File: src/rtl/counter_imu_pkg.sv
// counter_imu_pkg: default IMU sample width and a helper that gives the largest value a WIDTH-bit sample can hold
package counter_imu_pkg;
  localparam int unsigned IMU_SAMPLE_W = 16;
  function automatic logic [31:0] max_for_width(input int unsigned w);
    return (w >= 32) ? 32'hFFFF_FFFF : (32'd1 << w) - 32'd1;
  endfunction
endpackage

File: src/rtl/counter_imu.sv
// counter_imu: free-running ramp 0..MAX_VALUE wrapping to 0; ports: clk, rst_n (async active-low clear), sample_out (registered count)
module counter_imu
  import counter_imu_pkg::*;
#(
  parameter int unsigned WIDTH = IMU_SAMPLE_W,
  parameter logic [31:0] MAX_VALUE = 32'd1000
) (
  input  logic             clk,
  input  logic             rst_n,
  output logic [WIDTH-1:0] sample_out
);
  localparam logic [WIDTH-1:0] MAX_W = MAX_VALUE[WIDTH-1:0];
  if (WIDTH < 1 || WIDTH > 32 || MAX_VALUE > max_for_width(WIDTH)) begin : g_bad_params
    $error("counter_imu: illegal WIDTH/MAX_VALUE combination");
  end
  logic [WIDTH-1:0] cnt;
  always_ff @(posedge clk or negedge rst_n)
    if (!rst_n) cnt <= '0;
    else cnt <= (cnt == MAX_W) ? '0 : cnt + 1'b1;
  assign sample_out = cnt;
endmodule

File: config.mk
export PLATFORM = sky130hd
export DESIGN_NAME = counter_imu
export DESIGN_NICKNAME = d
export VERILOG_FILES = /design/src/rtl/counter_imu_pkg.sv /design/src/rtl/counter_imu.sv
export SDC_FILE = /design/constraint.sdc
export NUM_CORES = 1
export LEC_CHECK = 0
export CAP_MARGIN = 20
export CORE_UTILIZATION = 54
export CTS_BUF_LIST = sky130_fd_sc_hd__clkbuf_4 sky130_fd_sc_hd__clkbuf_8
export DETAILED_ROUTE_END_ITERATION = 7
export PLACE_DENSITY = 0.82
export SYNTH_ARGS = -nofsm -noshare
export SYNTH_HDL_FRONTEND = slang
export SYNTH_SLANG_ARGS = --single-unit
File: constraint.sdc
create_clock -name clk -period 3.07 [get_ports clk]
set_input_delay 0.614 -clock clk [delete_from_list [all_inputs] [get_ports clk]]
set_output_delay 0.614 -clock clk [all_outputs]
set_load 0.05 [all_outputs]
### After elaboration in Yosys (flattened, before gate mapping)

Cells that the tools add are included.

| storage, ports and cells | value |
|---|---|
| output and inout port bits | 16 |
| word-level logic and storage cells | 4 |
| bits of input ports | 2 |
| bits in registers | 16 |

| cells by class | value |
|---|---|
| eq/ne operators | 1 |
| mux-type cells | 1 |
| add/subtract/negate cells | 1 |

Operators with widths:

| cell | number |
|---|---|
| 16-bit by 1-bit adder with 16-bit output, second input constant | 1 |
| 16-bit by 10-bit == test with 1-bit output, second input constant | 1 |
| 16-bit 2-to-1 mux | 1 |

### Depth between registers and ports, before layout

| depth | value |
|---|---|
| word-level depth | 2 |
| gate-level depth with buffers | 6 |
| gate-level depth less buffers | 5 |

### Worst setup path before layout

No wires, ideal clock.

| timing path | value |
|---|---|
| path kind | reg2reg |
| from | reg cnt[0] (netlist: sample_out[0]) |
| to | reg cnt[9] (netlist: sample_out[9]) |
| stages on the path, launching flop included | 7 |
| arrival time | 1,736 ps |
| buffers on the path | 1 |
| data required time | 2,959 ps |
| library setup time | 111 ps |
| setup slack | 1,222 ps |
| period minus slack after synthesis | 1,848 ps |
| cells stage by stage | dfrtp_1 > inv_1 > ha_1 > nor4b_1 > and4_1 > buf_2 > a2111oi_2 |

| on the way | value |
|---|---|
| word-level cells in the longest chain between the ends | 2 |
| elaborated cells on any way between the ends | 3 |
| those cells by class | add/sub: 1; eq/ne: 1; mux: 1 |

Ends and longest elaborated chain:

| what | line | source |
|---|---|---|
| start: declaration | counter_imu.sv:16 | `logic [WIDTH-1:0] cnt;` |
| start signal: assignment | counter_imu.sv:19 | `else cnt <= (cnt == MAX_W) ? '0 : cnt + 1'b1;` |
| 16-bit by 1-bit adder with 16-bit output or 16-bit by 10-bit == test with 1-bit output (tied branches) | counter_imu.sv:19 |  |
| 16-bit 2-to-1 mux * | counter_imu.sv:19 |  |

Every way passes the cells marked *; elsewhere a longest branch is shown, timed or not.

### Worst setup path after layout

| timing path | value |
|---|---|
| from | reg cnt[0] (netlist: sample_out[0]) |
| to | out sample_out[0] |

RTL lines:

| what | line | source |
|---|---|---|
| end: declaration | counter_imu.sv:10 | `output logic [WIDTH-1:0] sample_out` |

No word-level cell between the ends.

==> summary.md <==
| Metric | Value |
|---|---|
| Final nets | `93` |
| Cell type with the largest total area after synthesis | `dfrtp_1` |
| Post-cts sizing count | `0` |
| Combinational share of power | `1.5%` |
| Buffer count from post-CTS setup fixing | `0` |
| Final Max Tran Viols | `0` |
| Synth Flop Type | `dfrtp_1` |
| Syn_nets | `72` |
| Grt ovf | `0` |
| Hold slack | `0.5159 ns` |
| Sequential power share | `65.5%` |
| Final Setup Violations | `0` |
| Initial Utilization | `58.40%` |
| Full die area | `1580 µm²` |
| Netlist Area Pre-Place | `769.5 µm²` |
| CP peak stage delay | `0.84 ns` |
| CTS tree | `yes` |
| TNS Setup | `0 ns` |
| Slowest CP cell | `clkdlybuf4s50_1` |
| Top-count cell post-synth | `dfrtp_1` |
| Via density | `5.431` |
| Setup crit end | `sample_out[0]` |
| Post-synthesis async set-or-reset flop share | `100.0%` |
| Cells after Synth | `68` |
| Max_cap viols | `0` |
| Global-route wire length before repair | `2318 µm` |
| Cell Int Power | `257.1 µW` |
| Worst setup SP type | `flip-flop` |
| Switching part of the total power | `20.06%` |
| Syn_area_per_cell | `11.32 µm²` |
| Initial antenna violation count | `0` |
| Wire length per cell | `15.02 µm` |
| Fmax | `0.4536 GHz` |
| CTS Hold Buffers Added | `0` |
| Area contributors post-synth | `dfrtp_1, xnor2_1, nor2_1, xor2_1, ha_1` |
| GPL Wtd Cong | `0.6963` |
| Number of global-route vias before repair | `519` |
| Post-synth EDFFs | `0` |
| Overall routing resource usage | `23.41%` |
| Crit path required time | `2.46 ns` |
| Buf/Inv on CP | `1` |
| Bufs on Longest Clock Path | `2` |
| Status | `finished, final reports clean` |
| Die Span Y | `39.75 µm` |
| R2R cell count | `5` |
| Sequential share of the synthesized area | `52.03%` |
| Antenna cells | `0` |
| Crit path max fanout | `6` |
| Seq cells post-synth | `16` |
| Drc violations | `0` |
| Peak VDD IR | `259.8 µV` |
| Crit path depth | `1` |
| Die width | `39.75 µm` |
| Ports | `18` |
| Area after DPL | `953.4 µm²` |
| Final period util | `71.82%` |
| Arrival time worst endpoint | `1.59 ns` |
| Clk_lat worst skew | `0.28 ns` |
| Max_slew headroom | `53.37%` |
| RSZ-0062 raised after global routing | `no` |
| Leak | `0.4133 nW` |
| R2R Path End | `sample_out[12]` |
| Clock Power Share | `33.0%` |
| Fraction of layout cells with a size suffix above 1 | `11.49%` |
| Total core area | `1318 µm²` |
| Clk slew on worst S/H paths | `0.09 ns` |
| Synth warnings | `0` |
| Final core occ | `74.07%` |
| Rows | `13` |
| Least-Margin Pin Slew | `0.6973 ns` |
| Min Clock Period, post-route | `2.205 ns` |
| Synth top area share | `52.03%` |
| Initial DRC Count | `7` |
| Max reg flops | `16` |
| Worst setup startpoint | `sample_out[0]` |
| Total number of vias | `554` |
| Htree depth | `1` |
| Initial DRT Pass Iterations | `3` |
| Synth top cells by count | `dfrtp_1, xnor2_1, nor2_1` |
| Hold path cells | `1` |
| HPWL after DPL | `1154 µm` |
| CTS buffer count | `3` |
| Clock Skew | `0.005224 ns` |
| R2r startpoint | `sample_out[0]` |
| Clk root buf | `clkbuf_4` |
| Yosys cell types | `22` |
| Min-Delay Path Class | `flip-flop to flip-flop` |
| CP delay by family, top | `buffers and inverters` |
| Critical path endpoint category | `output pin` |
| Final Instance Area | `975.9 µm²` |
| Port bufs | `17` |
| Routed Antenna Nets | `0` |
| Crit Path Class | `flip-flop to output pin` |
| Hold Violations, Final | `0` |
| Crit path cell chain | `clkdlybuf4s50_1` |
| Largest net degree at the start of global routing | `17` |
| NetSw | `64.51 µW` |
| Total Wirelength | `1532 µm` |
| CTS Sinks | `16` |
| Pwr Density | `329.6 nW/µm²` |
| R2R setup slack | `1.43 ns` |
| Area grow syn2layout | `26.83%` |
[worst register-to-register path: stages (launching register included)]
cell	delay, ns
dfrtp_1	0.47
ha_1	0.26
nand3_1	0.15
nor3_1	0.34
nand4_1	0.16
xnor2_1	0.15
[power groups by stage]
stage | clock (mW) | combinational, mW | sequential, mW
floorplan | 0 | 0.000000135 | 0.215
global placement | 0 | 0.00533 | 0.215
detailed placement | 0 | 0.00526 | 0.215
CTS | 0.111 | 0.00523 | 0.211
global route | 0.118 | 0.00588 | 0.211
finish | 0.106 | 0.00496 | 0.211
[cells in the final DEF, fill, tap and decap left out, types with 2 or more instances in the layout]
cell type / count
and4_1: 2
clkbuf_4: 3
clkdlybuf4s50_1: 17
dfrtp_1: 16
ha_1: 2
inv_1: 3
nand2_1: 3
nand3_1: 4
nand4_1: 3
nor2_1: 8
nor3_1: 2
nor4b_1: 2
xnor2_1: 10
xor2_1: 3
[area by class of cell]
cell class              count  area (µm²)
well taps                  15       18.77
fillers                   100       341.6
multi-input cells          48       352.8
repair buffers             17       170.2
flip-flops and latches     16       400.4
clock buffers               3       22.52
inverters                   3       11.26
[layer usage]
| metal | GRT usage, % | vias to the layer above | share of wire (%) |
|---|---|---|---|
| met3 | 3.409 | 2 | 2.1 |
| li1 | - | 272 | - |
| met1 | 28.52 | 269 | 47 |
| met5 | 0 | - | 0 |
| met2 | 40.16 | 11 | 51 |
| met4 | 10.34 | 0 | 0.33 |
[per-stage QoR]
stage / instances / power, mW / setup WS [ns]
2_1_floorplan: 68 / 0.2148 / 1.222
3_3_place_gp: 99 / 0.2201 / 1.185
3_5_place_dp: 99 / 0.2200 / 1.177
4_1_cts: 102 / 0.3264 / 0.8551
5_1_grt: 102 / 0.3345 / 0.8140
6_report: 102 / 0.3216 / 0.8653
[cells by family (layout without fill, tap and decap cells)]
group                      count (synthesis)  count (layout)  share of synthesized area (%)
and+or+nand+nor                           31              31                          25.21
DFF                                       16              16                          52.03
xor gates and xnor gates                  13              13                          14.80
buffers and inverters                      4              23                          2.113
adders and majority gates                  2               2                          3.252
AOI/OAI and AO/OA                          2               2                          2.600
[worst min-delay path by stage]
stage                              start             end  slack, ns
after floorplan                    rst_n   sample_out[0]       0.32
after global placement    sample_out[15]  sample_out[15]       0.50
after detailed placement  sample_out[15]  sample_out[15]       0.50
after CTS                 sample_out[15]  sample_out[15]       0.51
after global routing      sample_out[15]  sample_out[15]       0.55
final                     sample_out[15]  sample_out[15]       0.52
No activity file was read; power rests on OpenSTA's default activity.
